$ cat src/rtl/onehot_decoder_seq.sv
// Registered N-to-2^N select decoder with a valid/ready code input, a hold register and
// a self-running scan mode. Optional thermometer decode is built in with `define DEC_THERM_EN.
module onehot_decoder_seq #(
  parameter int IN_W  = 3,
  parameter int DWELL = 4
) (
  input  logic                   clk,
  input  logic                   rst,
  input  logic                   in_valid,
  output logic                   in_ready,
  input  logic [IN_W-1:0]        in,
  input  logic                   scan_en,
  input  logic                   clr,
`ifdef DEC_THERM_EN
  input  logic                   therm,
`endif
  output logic [(1<<IN_W)-1:0]   out,
  output logic                   out_valid,
  output logic [IN_W-1:0]        out_idx,
  output logic [1:0]             dbg_state
);

  localparam int OUT_W = 1 << IN_W;
  localparam int DW    = (DWELL > 1) ? $clog2(DWELL) : 1;

  typedef enum logic [1:0] {
    ST_IDLE = 2'd0,
    ST_HOLD = 2'd1,
    ST_SCAN = 2'd2
  } state_t;

  state_t            state_q, state_d;
  logic [IN_W-1:0]   code_q, code_d;
  logic [IN_W-1:0]   idx_q, idx_d;
  logic [DW-1:0]     dwell_q, dwell_d;
  logic [OUT_W-1:0]  out_q, out_d;
  logic              out_valid_q, out_valid_d;
  logic [IN_W-1:0]   out_idx_q, out_idx_d;
  logic              therm_sel;
  logic              accept;

`ifdef DEC_THERM_EN
  assign therm_sel = therm;
`else
  assign therm_sel = 1'b0;
`endif

  function automatic logic [OUT_W-1:0] decode(input logic [IN_W-1:0] k, input logic th);
    logic [OUT_W-1:0] d;
    d = '0;
    for (int i = 0; i < OUT_W; i++) begin
      d[i] = th ? (i <= int'(k)) : (i == int'(k));
    end
    return d;
  endfunction

  // Handshake: a code transfers on any cycle where in_valid && in_ready.
  // in_ready is combinational so a scan request blocks acceptance in the same cycle.
  assign in_ready = (state_q != ST_SCAN) && !scan_en;
  assign accept   = in_valid && in_ready;

  always_comb begin
    state_d     = state_q;
    code_d      = code_q;
    idx_d       = idx_q;
    dwell_d     = dwell_q;
    out_d       = '0;
    out_valid_d = 1'b0;
    out_idx_d   = '0;

    case (state_q)
      ST_IDLE, ST_HOLD: begin
        if (scan_en) begin
          state_d = ST_SCAN;
          idx_d   = '0;
          dwell_d = '0;
        end else if (accept) begin
          state_d = ST_HOLD;
          code_d  = in;
        end else if (state_q == ST_HOLD && clr) begin
          state_d = ST_IDLE;
        end
      end
      ST_SCAN: begin
        if (!scan_en) begin
          state_d = ST_IDLE;
          idx_d   = '0;
          dwell_d = '0;
        end else if (dwell_q == DW'(DWELL - 1)) begin
          dwell_d = '0;
          idx_d   = idx_q + 1'b1;
        end else begin
          dwell_d = dwell_q + 1'b1;
        end
      end
      default: begin
        state_d = ST_IDLE;
      end
    endcase

    // Outputs are derived from the next state so they land on the same edge as it.
    case (state_d)
      ST_HOLD: begin
        out_d       = decode(code_d, therm_sel);
        out_valid_d = 1'b1;
        out_idx_d   = code_d;
      end
      ST_SCAN: begin
        out_d       = decode(idx_d, therm_sel);
        out_valid_d = 1'b1;
        out_idx_d   = idx_d;
      end
      default: begin
        out_d       = '0;
        out_valid_d = 1'b0;
        out_idx_d   = '0;
      end
    endcase
  end

  always_ff @(posedge clk) begin
    if (rst) begin
      state_q     <= ST_IDLE;
      code_q      <= '0;
      idx_q       <= '0;
      dwell_q     <= '0;
      out_q       <= '0;
      out_valid_q <= 1'b0;
      out_idx_q   <= '0;
    end else begin
      state_q     <= state_d;
      code_q      <= code_d;
      idx_q       <= idx_d;
      dwell_q     <= dwell_d;
      out_q       <= out_d;
      out_valid_q <= out_valid_d;
      out_idx_q   <= out_idx_d;
    end
  end

  assign out       = out_q;
  assign out_valid = out_valid_q;
  assign out_idx   = out_idx_q;
  assign dbg_state = state_q;

endmodule

$ cat config.mk
export PLATFORM = sky130hd
export DESIGN_NAME = onehot_decoder_seq
export DESIGN_NICKNAME = d
export VERILOG_FILES = /design/src/rtl/onehot_decoder_seq.sv
export SDC_FILE = /design/constraint.sdc
export NUM_CORES = 1
export LEC_CHECK = 0
export CAP_MARGIN = 20
export CORE_MARGIN = 2
export CORE_UTILIZATION = 40
export DETAILED_ROUTE_END_ITERATION = 12
export GPL_TIMING_DRIVEN = 0
export PLACE_DENSITY = 0.66
export SLEW_MARGIN = 20
export SYNTH_ARGS = -nofsm -noshare
export SYNTH_HDL_FRONTEND = slang
export SYNTH_SLANG_ARGS = --single-unit
$ cat constraint.sdc
create_clock -name clk -period 2.73 [get_ports clk]
set_clock_uncertainty 0.15 [all_clocks]
set_input_delay 0.4095 -clock clk [delete_from_list [all_inputs] [get_ports clk]]
set_output_delay 0.4095 -clock clk [all_outputs]
set_load 0.01 [all_outputs]
# After elaboration in Yosys (flattened, before gate mapping)
# Index checks and enable logic that the tools add are counted.
word_totals:
  regBits: 22
  latchBits: 0
  ram_bits: 0
  rom_bits: 0
  input_bits: 8
  output_inout_bits: 15
  word_cells: 60
  n_memories: 0
op_classes:
  add_sub_neg: 2
  mul: 0
  div: 0
  order_cmp: 0
  eq_ne: 21
  shifts: 0
  muxes: 19
  n_bitwise: 0
  n_reduce_logical: 11
op_table:
  columns: ["op", "n"]
  rows:
  - ["3-bit == test, first input constant", 8]
  - ["3-bit two-way mux", 6]
  - ["8-bit one-hot mux with 2 select lines", 1]
  - ["2-bit two-way mux", 7]
  - ["2-bit by 3-bit == test with 1-bit output, first input constant", 4]
  - ["3-bit one-hot mux with 2 select lines", 2]
  - ["2-bit one-hot mux with 2 select lines", 2]
  - ["1-bit by 3-bit == test with 1-bit output, first input constant", 2]
  - ["2-bit == test, second input constant", 3]
  - ["3-bit logical NOT", 2]
  - ["2-bit by 1-bit == test with 1-bit output, second input constant", 2]
  - ["2-bit inequality test, second input constant", 2]
  - ["2-bit OR reduction", 2]
  - ["3-bit by 1-bit adder with 3-bit output, second input constant", 1]
  - ["1-bit logical AND", 3]
  - ["2-bit by 1-bit adder with 2-bit output, second input constant", 1]
  - ["2-bit logical NOT", 1]
  - ["2-bit AND reduction", 1]
  - ["2-bit nonzero test", 1]
  - ["1-bit logical NOT", 1]
  - ["1-bit two-way mux", 1]

# Longest topological paths before layout
# Gate-level depths: netlist of run 1.
logic_depth:
  ltp_word: 9
  depth_mapped: 11

# Least setup slack after synthesis of run 1
# Ideal clock, no wire load.
synth_path:
  kind: "input port to flip-flop"
  from: "input port scan_en"
  to: "register out_q[1], in the netlist out[1]"
  setup_time_ns: 0.096
  arrival_time_ns: 2.082
  path_slack_ns: 0.402
  stages: 10
  n_path_buf: 2
  cell_sequence: "buf_6 -> nor2_1 -> o21ai_0 -> ha_1 -> or2_2 -> clkbuf_1 -> inv_1 -> nand4_1 -> o31ai_1 -> nor4b_1"
synth_between:
  elab_chain_cells: 8
  elab_cells_between_ends: 18
  classes_between: "eq/ne: 4; mux: 11; reduce/logical: 3"
synth_rtl:
  columns: ["item", "line", "text"]
  rows:
  - ["start, declared", "12", "input logic scan_en,"]
  - ["1-bit logical NOT", null, null]
  - ["1-bit logical AND", "59", "assign in_ready = (state_q != ST_SCAN) && !scan_en;"]
  - ["1-bit logical AND", "60", "assign accept = in_valid && in_ready;"]
  - ["2-bit two-way mux / 3-bit two-way mux (equally long branches)", "77", "end else if (accept) begin"]
  - ["2-bit two-way mux / 3-bit two-way mux (equally long branches)", "73", "if (scan_en) begin"]
  - ["2-bit one-hot mux with 2 select lines / 3-bit two-way mux (equally long branches)", "71", "case (state_q)"]
  - ["2-bit == test (tied with other cells)", "102", "case (state_d)"]
  - ["8-bit one-hot mux with 2 select lines *", "102", null]
  - ["end signal, assigned", "135", "out_q <= out_d;"]
  - ["end, declared", "36", "logic [OUT_W-1:0] out_q, out_d;"]
# Every way passes the cells marked *; elsewhere a longest branch is shown, timed or not.
# A chain may end at the register's enable or synchronous reset.

# Worst setup path in the final report of run 1
layout_path:
  from: "input port clr"
  to: "register out_q[1], in the netlist out[1]"
layout_between:
  elab_chain_cells: 7
  elab_cells_between_ends: 8
  classes_between: "eq/ne: 2; mux: 5; reduce/logical: 1"
layout_rtl:
  columns: ["item", "line", "text"]
  rows:
  - ["start, declared", "13", "input logic clr,"]
  - ["1-bit logical AND *", "80", "end else if (state_q == ST_HOLD && clr) begin"]
  - ["2-bit two-way mux *", "80", null]
  - ["2-bit two-way mux *", "77", null]
  - ["2-bit two-way mux *", "73", null]
  - ["2-bit one-hot mux with 2 select lines *", "71", null]
  - ["2-bit == test / 2-bit by 1-bit == test with 1-bit output (equally long branches)", "102", null]
  - ["8-bit one-hot mux with 2 select lines *", "102", null]
# Marked as above.

==> results.json, run 1 <==
{
  "antennaDiodeCount": 0,
  "synthFlopType": "dfxtp_1",
  "synth_cell_types": 34,
  "critPathMaxFanout": 6,
  "num_vias": 886,
  "clock-sinks": 22,
  "max_slew_margin": 0.654,
  "firstDrtPassIters": 4,
  "fmax_mhz": 402,
  "synth_area_per_cell_um2": 8.83,
  "io_buffers": 21,
  "start_kind": "input pin",
  "critPathKind": "in2reg",
  "rows": 18,
  "htree_num_levels": 1,
  "antenna_found_initial": 0,
  "numCtsBuffers": 3,
  "cp-end-kind": "flop",
  "clkLatencyLatePin_ns": 0.30,
  "fin_util": 0.539,
  "ys_warn_count": 0,
  "drtAntennaViolNets": 0,
  "min_path_type": "in2reg",
  "die_y_um": 54.8,
  "yosys_register_bits": 22,
  "reg2regPathDepth": 10,
  "wl_per_cell_um": 11.6,
  "period_share": 0.912,
  "final_layout_size_suffix_gt1_frac": 0.0915,
  "grt_overflow": 0,
  "p_leak_nw": 0.521,
  "synth_edf_count": 0,
  "post-cts-setup-buffers": 0,
  "arrival_ns": 2.55,
  "cts_resized": 0,
  "viasPerCell": 5.15,
  "netlist_area_um2": 1030,
  "syn2layout_area_growth_pct": 28.1,
  "maxSlewViolCount": 0,
  "grt_max_degree": 13,
  "async_reset_ff_frac": 0,
  "post-synth-top-count-cell": "dfxtp_1",
  "num-nets-final": 155,
  "yosysTopAreaCell": "dfxtp_1",
  "cts_root_buf": "clkbuf_4",
  "die_x_um": 54.8,
  "reg2reg_to": "out[1]",
  "ys_seq_area_frac": 0.426,
  "required_ns": 2.79,
  "synth_fp_nets": 129,
  "reg2reg_slack_ns": 0.25,
  "postLayoutCellArea_um2": 1320,
  "finalSetupViolCount": 0,
  "track_usage": 0.147,
  "synth_top_area_share": 0.426,
  "die-area_um2": 3010,
  "routed_wl_mm": 1.99,
  "cts_tree": "done",
  "ir_drop_v": 0.000267,
  "grt_pass1_wl_mm": 3.17,
  "fin_crit_ns": 2.49,
  "gp_congestion": 0.916,
  "core-area_um2": 2450,
  "status": "completed",
  "power_density_nw_per_um2": 443,
  "clk_pin_slew_worst_paths_ns": 0.12,
  "synth_common_cells": "dfxtp_1, nor2_1, nand2_1",
  "synthTopCellsByArea": "dfxtp_1, nor2_1, ha_1, mux2i_1, nor2b_1",
  "drtIter0Drc": 17,
  "cts_hold_buf": 0,
  "first_global_vias": 748,
  "tightestPinTransition_ns": 0.505,
  "placed_area_um2": 1280,
  "cts_max_path_buffers": 2,
  "syn_inst": 117,
  "rsz0062_at_grt": "no",
  "hold_viol": 0,
  "drv_cap": 0,
  "hpwl_mm": 1.55,
  "r2r-start": "dbg_state[1]",
  "worstHoldStart": "scan_en",
  "initial_core_util": 0.421,
  "drc": 0,
  "hold_end": "dbg_state[1]",
  "io-pin-count": 23,
  "min_path_cells": 3
}
## through the flow
step	worst slack, ns	instances	power [mW]	hold WS, ns	setup TNS (ns)
final	0.240	172	0.587	0.256	0
after global routing	0.0216	172	0.614	0.272	0
after CTS	0.122	172	0.593	0.255	0
after detailed placement	-0.196	168	0.419	0.340	-0.258
after global placement	-0.0980	168	0.417	0.328	-0.0992
after floorplan	0.402	117	0.388	0.308	0
## per-layer routing
metal  vias to the layer above  GRT usage  wire [um]
li1                        460          -          -
met1                       407      0.204        970
met2                        17      0.212        918
met3                         2     0.0246         82
met4                         0     0.0875         16
met5                         -          0          0
## how the worst max path moves through the flow
stage | from | endpoint | slack, ns | cells past startpoint
2_1_floorplan | scan_en | out[1] | 0.40 | 10
3_3_place_gp | clr | out[1] | -0.1 | 10
3_5_place_dp | clr | out[1] | -0.20 | 10
4_1_cts | clr | out[1] | 0.12 | 10
5_1_grt | dbg_state[1] | out[1] | 0.02 | 10
6_report | clr | out[1] | 0.24 | 10
## flip-flops by register name, summed over array words and instances (netlist names)
signal     cells
out            8
code_q         3
idx_q          3
out_idx        3
dbg_state      2
dwell_q        2
out_valid      1
## critical path, cell delays in order
cell and delay (ns):
clkdlybuf4s50_1 0.45, nor2_1 0.04, o21ai_0 0.29, ha_1 0.29, or2_2 0.28, clkbuf_1 0.18
inv_2 0.14, nand4_1 0.11, o31ai_1 0.11, nor4b_2 0.24
## area by class of cell
cell class / count / area [um^2]
Buffer: 5 / 27.5
Inverter: 6 / 22.5
Tap cell: 30 / 37.5
Sequential cell: 22 / 440
Fill cell: 236 / 1130
Timing Repair Buffer: 21 / 210
Multi-Input combinational cell: 84 / 549
Clock buffer: 4 / 36.3
## cells by family after synthesis
kind of cell             count (synthesis)  synth area share
AND/OR/NAND/NOR                         51             0.285
AO/OA/AOI/OAI                           25             0.154
adder cells (fa/ha/maj)                  4            0.0484
buffers and inverters                   11            0.0484
flip-flops                              22             0.426
multiplexers                             4            0.0387
## report_power, final
group,internal [mW],total [mW],switching [mW],leakage [nW]
Sequential,0.328,0.332,0.00377,0.178
Clock,0.0812,0.174,0.0925,0.0210
Combinational,0.0373,0.0812,0.0439,0.322
## placed cells by master, fill, tap and decap left out, types with 2 or more instances in the layout
master,n
a31oi_1,2
inv_1,5
clkdlybuf4s50_1,21
nor2b_1,6
clkbuf_1,2
nor4b_2,2
o31ai_1,3
o21a_1,3
nand2_1,9
nand3_1,2
a32oi_1,2
mux2i_1,4
or2_2,2
and2_1,3
a21oi_1,6
dfxtp_1,22
ha_1,4
o21ai_0,6
nand4_1,3
clkbuf_4,3
nor2_1,16
Note: power is estimated with default switching activity, not from simulation.
==> run 2, diff against run 1 <==
--- a/config.mk
+++ b/config.mk
@@ -9,6 +9,7 @@
 export CORE_MARGIN = 2
 export CORE_UTILIZATION = 40
 export DETAILED_ROUTE_END_ITERATION = 12
+export GPL_ROUTABILITY_DRIVEN = 0
 export GPL_TIMING_DRIVEN = 0
 export PLACE_DENSITY = 0.66
 export SLEW_MARGIN = 20
==> results of run 2 <==
The final DEF is identical to that of run 1; final timing and power are the same.
==> run 3, diff against run 2 <==
--- a/config.mk
+++ b/config.mk
@@ -11,8 +11,8 @@
 export DETAILED_ROUTE_END_ITERATION = 12
 export GPL_ROUTABILITY_DRIVEN = 0
 export GPL_TIMING_DRIVEN = 0
+export HOLD_SLACK_MARGIN = 0.02
 export PLACE_DENSITY = 0.66
-export SLEW_MARGIN = 20
 export SYNTH_ARGS = -nofsm -noshare
 export SYNTH_HDL_FRONTEND = slang
 export SYNTH_SLANG_ARGS = --single-unit
==> results of run 3 <==
The final DEF is identical to that of run 1; final timing and power are the same.
